$ cat src/rtl/instr_aligner.sv
// instr_aligner: IF-side alignment stage for an RV32IC pipeline.
// Accepts in-order 32-bit fetch words, keeps up to three halfwords in a
// small shift buffer, and presents one 16- or 32-bit instruction per
// handshake together with its PC. Handles 32-bit instructions straddling
// a word boundary and redirects to halfword-aligned targets.
module instr_aligner #(
    parameter logic [31:0] RESET_PC = 32'h0000_0000
) (
    input  logic        clk_i,
    input  logic        rst_i,

    input  logic        fetch_valid_i,
    input  logic [31:0] fetch_data_i,
    output logic        fetch_ready_o,

    input  logic        redirect_i,
    input  logic [31:0] redirect_pc_i,

    output logic        instr_valid_o,
    input  logic        instr_ready_i,
    output logic [31:0] instr_o,
    output logic [31:0] instr_pc_o,
    output logic        instr_compressed_o
);

    // Halfword-aligned start PC; bit 1 decides whether the first fetched
    // word's low half is skipped.
    localparam logic [31:0] START_PC = RESET_PC & ~32'h1;

    // Buffer state: slot0 = buf[15:0] (oldest), slot1 = [31:16], slot2 = [47:32].
    logic [47:0] buf_q,     buf_d;
    logic [1:0]  cnt_q,     cnt_d;
    logic [31:0] pc_q,      pc_d;
    logic        skip_lo_q, skip_lo_d;

    // Decode / handshake helpers.
    logic        comp;
    logic        valid;
    logic        accept;
    logic        consume;
    logic [47:0] rem_buf;
    logic [1:0]  rem_cnt;

    // Output decode straight from registers: nothing on the fetch side can
    // reach instr_valid_o combinationally.
    always_comb begin
        comp  = (buf_q[1:0] != 2'b11);
        valid = ((cnt_q != 2'd0) && comp) || (cnt_q >= 2'd2);

        instr_valid_o      = valid;
        instr_compressed_o = valid && comp;
        instr_pc_o         = pc_q;
        if (!valid) begin
            instr_o = 32'h0;
        end else if (comp) begin
            instr_o = {16'h0000, buf_q[15:0]};
        end else begin
            instr_o = buf_q[31:0];
        end

        // Only backpressure: no room for a full word once two slots are held.
        fetch_ready_o = (cnt_q <= 2'd1) && !redirect_i;
        accept        = fetch_valid_i && fetch_ready_o;
        consume       = valid && instr_ready_i && !redirect_i;
    end

    // Next-state: consume first, then append the accepted word behind the
    // remainder; redirect overrides both.
    always_comb begin
        // NOTE: every variable gets a default before any branch so no path
        // leaves it unassigned; otherwise synthesis infers a latch.
        buf_d     = buf_q;
        cnt_d     = cnt_q;
        pc_d      = pc_q;
        skip_lo_d = skip_lo_q;
        rem_buf   = buf_q;
        rem_cnt   = cnt_q;

        // Drop the consumed instruction and shift the rest down to slot0.
        if (consume) begin
            if (comp) begin
                rem_buf = {16'h0000, buf_q[47:16]};
                rem_cnt = cnt_q - 2'd1;
                pc_d    = pc_q + 32'd2;
            end else begin
                rem_buf = {32'h0000_0000, buf_q[47:32]};
                rem_cnt = cnt_q - 2'd2;
                pc_d    = pc_q + 32'd4;
            end
        end

        buf_d = rem_buf;
        cnt_d = rem_cnt;

        // Accept only happens with cnt<=1, so rem_cnt<=1 here and the
        // appended halfwords always fit in the three slots.
        if (accept) begin
            if (skip_lo_q) begin
                case (rem_cnt)
                    2'd0:    buf_d[15:0]  = fetch_data_i[31:16];
                    2'd1:    buf_d[31:16] = fetch_data_i[31:16];
                    default: buf_d[47:32] = fetch_data_i[31:16];
                endcase
                cnt_d     = rem_cnt + 2'd1;
                skip_lo_d = 1'b0;
            end else begin
                case (rem_cnt)
                    2'd0:    buf_d[31:0]  = fetch_data_i;
                    default: buf_d[47:16] = fetch_data_i;
                endcase
                cnt_d = rem_cnt + 2'd2;
            end
        end

        // Redirect wins: flush, restart at the new target, drop any word
        // presented this cycle.
        if (redirect_i) begin
            buf_d     = 48'h0;
            cnt_d     = 2'd0;
            pc_d      = redirect_pc_i & ~32'h1;
            skip_lo_d = redirect_pc_i[1];
        end
    end

    // State registers with asynchronous reset.
    always_ff @(posedge clk_i or posedge rst_i) begin
        if (rst_i) begin
            // NOTE: the buffer is only three halfwords, so it is reset too;
            // that keeps instr_o free of X even though cnt alone gates validity.
            buf_q     <= 48'h0;
            cnt_q     <= 2'd0;
            pc_q      <= START_PC;
            skip_lo_q <= RESET_PC[1];
        end else begin
            // NOTE: non-blocking assignments so every flop samples the
            // pre-edge value of the others.
            buf_q     <= buf_d;
            cnt_q     <= cnt_d;
            pc_q      <= pc_d;
            skip_lo_q <= skip_lo_d;
        end
    end

endmodule

$ cat config.mk
export PLATFORM = sky130hd
export DESIGN_NAME = instr_aligner
export DESIGN_NICKNAME = d
export VERILOG_FILES = /design/src/rtl/instr_aligner.sv
export SDC_FILE = /design/constraint.sdc
export NUM_CORES = 1
export LEC_CHECK = 0
export CAP_MARGIN = 20
export CORE_MARGIN = 3
export CORE_UTILIZATION = 45
export CTS_CLUSTER_DIAMETER = 60
export DETAILED_ROUTE_END_ITERATION = 8
export PLACE_DENSITY = 0.76
export SKIP_CTS_REPAIR_TIMING = 1
export SKIP_LAST_GASP = 1
export SLEW_MARGIN = 25
export SYNTH_ARGS = -nofsm -noshare
export SYNTH_HDL_FRONTEND = slang
export SYNTH_SLANG_ARGS = --single-unit
export TNS_END_PERCENT = 100
$ cat constraint.sdc
create_clock -name clk_i -period 3.55 [get_ports clk_i]
set_input_delay 1.065 -clock clk_i [delete_from_list [all_inputs] [get_ports clk_i]]
set_output_delay 1.065 -clock clk_i [all_outputs]
set_load 0.1 [all_outputs]
Word level (Yosys, flattened, before mapping)
Cells that the tools add are included.

Reduce and logical (&&, ||, !) cells: 13. Add/subtract/negate cells: 6. $lt $le $gt $ge: 2. Multiplexer cells: 23. Eq/ne operators: 2.

Operators with widths (number): $mux 32 (6); $mux 48 (4); $mux 16 (6); $add 32x2->32 const B (1); $add 32x3->32 const B (1); $mux 2 (5); $logic_and 1x1->1 (6); $reduce_bool 2->1 (3); $add 2x1->2 const B (1); $add 2x2->2 const B (1); $eq 2x1->1 const B (1); $ge 2x2->1 const B (1); $le 2x1->1 const B (1); $logic_not 2->1 (1); $mux 1 (2); $ne 2x2->1 const B (1); $reduce_or 2->1 (1); $sub 2x1->2 const B (1); $sub 2x2->2 const B (1); $logic_not 1->1 (1); $logic_or 1x1->1 (1).

Flip-flop bits (word level): 83. Word-level logic and storage cells: 50.

Depth between registers and ports, before layout
Depth in word-level cells: 12. Gate-level depth with buffers: 12.

Worst setup path before layout
Ideal clock, no wire load.

Path kind: flip-flop to output port. Start point: register cnt_q[1]. End point: output port instr_o[10]. Cell stages (with the launch flop): 7. Arrival: 2965 ps. Setup slack: -480 ps. Data required time: 2485 ps. Cell sequence: dfrtp_1 > inv_1 > ha_1 > a21o_1 > nand2_1 > clkbuf_1 > and2_1.

Cells in the longest elaborated chain, start to end: 4. Elaborated cells on any way between the ends: 5. Those cells by class: order compare (1); mux (1); reduce/logical (3).

Ends and longest elaborated chain: start: declaration (RTL line 32) `logic [1:0] cnt_q, cnt_d;`; start signal: assignment (RTL line 138) `cnt_q <= cnt_d;`; parallel branches: the longest is 2 deep, another holds $ge 2x2->1; $logic_or 1x1->1 * (RTL line 48) `valid = ((cnt_q != 2'd0) && comp) || (cnt_q >= 2'd2);`; net instr_valid_o (RTL line 19) `output logic instr_valid_o,`; $mux 32 * (RTL line 53) `if (!valid) begin`; end: declaration (RTL line 21) `output logic [31:0] instr_o,`.

Mark *: on every way through the listed nets, which the timed path passes.

Worst setup path after layout
Start point: register cnt_q[1]. End point: output port instr_o[8].

Cells in the longest elaborated chain, start to end: 4. Elaborated cells on any way between the ends: 5. Those cells by class: order compare (1); mux (1); reduce/logical (3).

Ends and longest elaborated chain (RTL line): parallel branches: the longest is 2 deep, another holds $ge 2x2->1; $logic_or 1x1->1 * (48); $mux 32 * (53).

Every way passes the cells marked *.

==> metrics.yaml <==
finish:
  insertedDiodeCount: 0
  nFillCells: 975
  layout-drive-gt1-share_pct: 17.5
  nets: 857
  area_growth_pct: 38.5
logic_synthesis:
  syn_avg_cell_area_sq_um: 8.33
  synth_ff_type: "dfrtp_1"
  synth_nets: 736
  synth-seq-cells: 82
  syn-cell-area_sq_um: 5510
  ys_seq_area_share_pct: 37.2
  synth-edff-count: 0
  syn_inst: 661
  synthArstFlopShare_pct: 100
  synth.distinct_cells: 57
  yosysWarnings: 0
timing:
  hold_slack_ns: 0.569
  setup_viol: 0
  finalHoldViolations: 0
  layout_worst_path_cycle_share_pct: 91.1
  rsz0062_at_grt: "no"
  timing.fmax_mhz: 309
  slew_viol_final: 0
  maxSlewHeadroom_pct: 54.5
  finalClockSkew_ns: 0.00616
  setup_tns_ns: 0
  worst_slew_pin_slew_ns: 0.679
  min_period_ns: 3.23
power:
  power.density_cell_area_nw_per_um2: 720
  finalPower_mw: 5.49
  peakVddDrop_uv: 373
  p_leak_nw: 3.17
critical_path:
  r2r-start: "buf_q[0]$_DFF_PP0_"
  r2r_slack_ns: 0.81
  required_ns: 2.48
  critical_path_arrival_ns: 2.17
  crit_chain: "inv_1 > ha_1 > a21o_1 > nand2_1 > buf_4 > and2_1 > buf_12"
  critPathKind: "flip-flop to primary output"
  max_stage_delay_ns: 0.50
  setup.worst_path.start: "cnt_q[1]$_DFF_PP0_"
  cp-start-kind: "flip-flop"
  crit_fanout: 12
  endpoint_kind: "primary output"
  cp.depth: 7
  reg2reg_to: "buf_q[31]$_DFF_PP0_"
  path_delay_family: "buffers and inverters"
  cp_slowest_cell: "dfrtp_1"
  critical_path_buf_inv_count: 3
  r2r_cells: 10
cts:
  clockBufferDepth: 2
  cts_max_level: 3
  path_clk_slew_ns: 0.06
  cts-root-buf: "clkbuf_16"
  cts_buffers: 9
  clk_latency_ns: 0.34
  cts_tree: "yes"
  cts_sinks: 82
die:
  die_h_um: 117
  dieArea_sq_um: 13600
  num_rows: 39
  start_util_pct: 47.0
  pin_count: 136
  die_x_um: 117
  core_sq_um: 11700
routing:
  drt_iter0_drc: 440
  drt-wirelength-per-cell_um: 19.1
  vias_per_cell: 6.01
  drc_errors: 0
  totalWireLength_um: 17800
  drtAntennaViolNets: 0
  vias: 5575
  first_pass_iters: 5
min_path:
  hold_path_end: "buf_q[39]$_DFF_PP0_"
  worstHoldStart: "buf_q[39]$_DFF_PP0_"
  min_path_type: "flip-flop to flip-flop"
  hold_depth: 2
flow_run:
  cap_violations: 0
grt:
  grtUsageTotal_pct: 26.9
  grt_antenna_before_repair: 0
  grt_pass1_wl_um: 28900
  overflow: 0
  grt_start_max_net_pins: 62
  grt_pass1_vias: 5793
placement:
  hpwl_um: 12200
  port_buffers: 133
  place.gp.congestion: 0.896
status:
  status: "completed"
## worst max path at each step
| stage | endpoint | slack, ns |
|---|---|---|
| global route | instr_o[8] | 0.23 |
| detailed placement | buf_q[25]$_DFF_PP0_ | 0.20 |
| global placement | buf_q[28]$_DFF_PP0_ | 0.25 |
| CTS | instr_o[8] | 0.33 |
| finish | instr_o[8] | 0.32 |
| floorplan | instr_o[10] | 0.001 |
## placed cells by master (no fill, tap or decap), types with 8 or more instances in the layout
master | Yosys | layout
clkbuf_16 | 0 | 9
clkdlybuf4s50_1 | 0 | 66
a21boi_0 | 17 | 17
and3_1 | 22 | 22
and2_1 | 18 | 18
a211oi_1 | 28 | 28
xnor2_1 | 25 | 25
buf_12 | 0 | 35
o22ai_1 | 18 | 18
o21ai_0 | 26 | 26
inv_1 | 9 | 8
nor3_1 | 13 | 13
nor2b_1 | 16 | 16
nand3_1 | 24 | 24
buf_4 | 5 | 63
nand2_1 | 134 | 134
mux2i_1 | 19 | 19
dfrtp_1 | 82 | 82
a22o_1 | 16 | 16
nor4_1 | 11 | 11
nor2_1 | 14 | 13
a21oi_1 | 50 | 49
## stage by stage
step / setup slack [ns] / instances / cell area (sq um) / utilization (%)
3_5_place_dp: 0.199 / 913 / 7280 / 62.1
4_1_cts: 0.328 / 927 / 7600 / 64.9
6_report: 0.317 / 928 / 7630 / 65.1
3_3_place_gp: 0.246 / 913 / 7280 / 62.1
2_1_floorplan: 0.00109 / 661 / 5520 / -
5_1_grt: 0.230 / 928 / 7630 / 65.1
## Yosys cell counts, drive strengths merged (5+ instances only)
master	number	share of area (%)
and3	22	2.5
and2	18	2.0
dfrtp	82	37
ha	6	1.4
o21ai	33	3.0
xnor2	25	4.0
nand4	6	0.68
mux2	5	1.0
a22o	16	2.5
mux2i	19	3.5
clkbuf	34	2.3
nor3	14	1.4
a211oi	29	4.0
a21oi	51	4.7
a21o	5	0.82
nand3	24	2.2
o22ai	18	2.0
nor2b	16	1.8
nand2	134	9.1
a21boi	18	2.5
inv	9	0.61
nor4	13	1.9
buf	22	2.7
nor2	14	0.95
## logic make-up after synthesis
| logic type | Yosys count | share of synthesized area [%] |
|---|---|---|
| and+or+nand+nor | 274 | 24.6 |
| AOI/OAI and AO/OA | 181 | 22.3 |
| xor gates and xnor gates | 27 | 4.29 |
| adders and majority gates | 6 | 1.36 |
| other | 1 | 0.0681 |
| muxes | 24 | 4.47 |
| DFF | 82 | 37.2 |
| buffers and inverters | 66 | 5.68 |
## report_power, final
part	internal [mW]	switching, mW	total, mW
combinational	1.10	2.07	3.16
clock	0.666	0.373	1.04
sequential	1.12	0.174	1.29
total	2.88	2.62	5.49
## final cells by class
type,count,area [sq um],share of cell area [%]
well taps,143,179,2.35
clock inverters,2,60.1,0.787
inverters,10,38.8,0.508
clock buffers,12,267,3.49
flip-flops and latches,82,2050,26.9
repair buffers,166,1870,24.5
multi-input cells,513,3170,41.5
## layer usage
layer / up-vias / wire [um] / track usage (%)
met3: 51 / 1090 / 3.63
met2: 244 / 9010 / 46.8
met5: - / 0 / 0
li1: 2592 / - / -
met4: 0 / 641 / 13.8
met1: 2688 / 7020 / 32.6
## flip-flops by register name, summed over array words and instances, names as in the netlist
signal      flops
skip_lo_q       1
buf_q          48
instr_pc_o     31
cnt_q           2
## worst min-delay path, stage by stage (launching register included)
cell and delay [ns]:
dfrtp_1 0.39, nand3_1 0.07, a21oi_1 0.06
(Power assumes the default switching activity.)
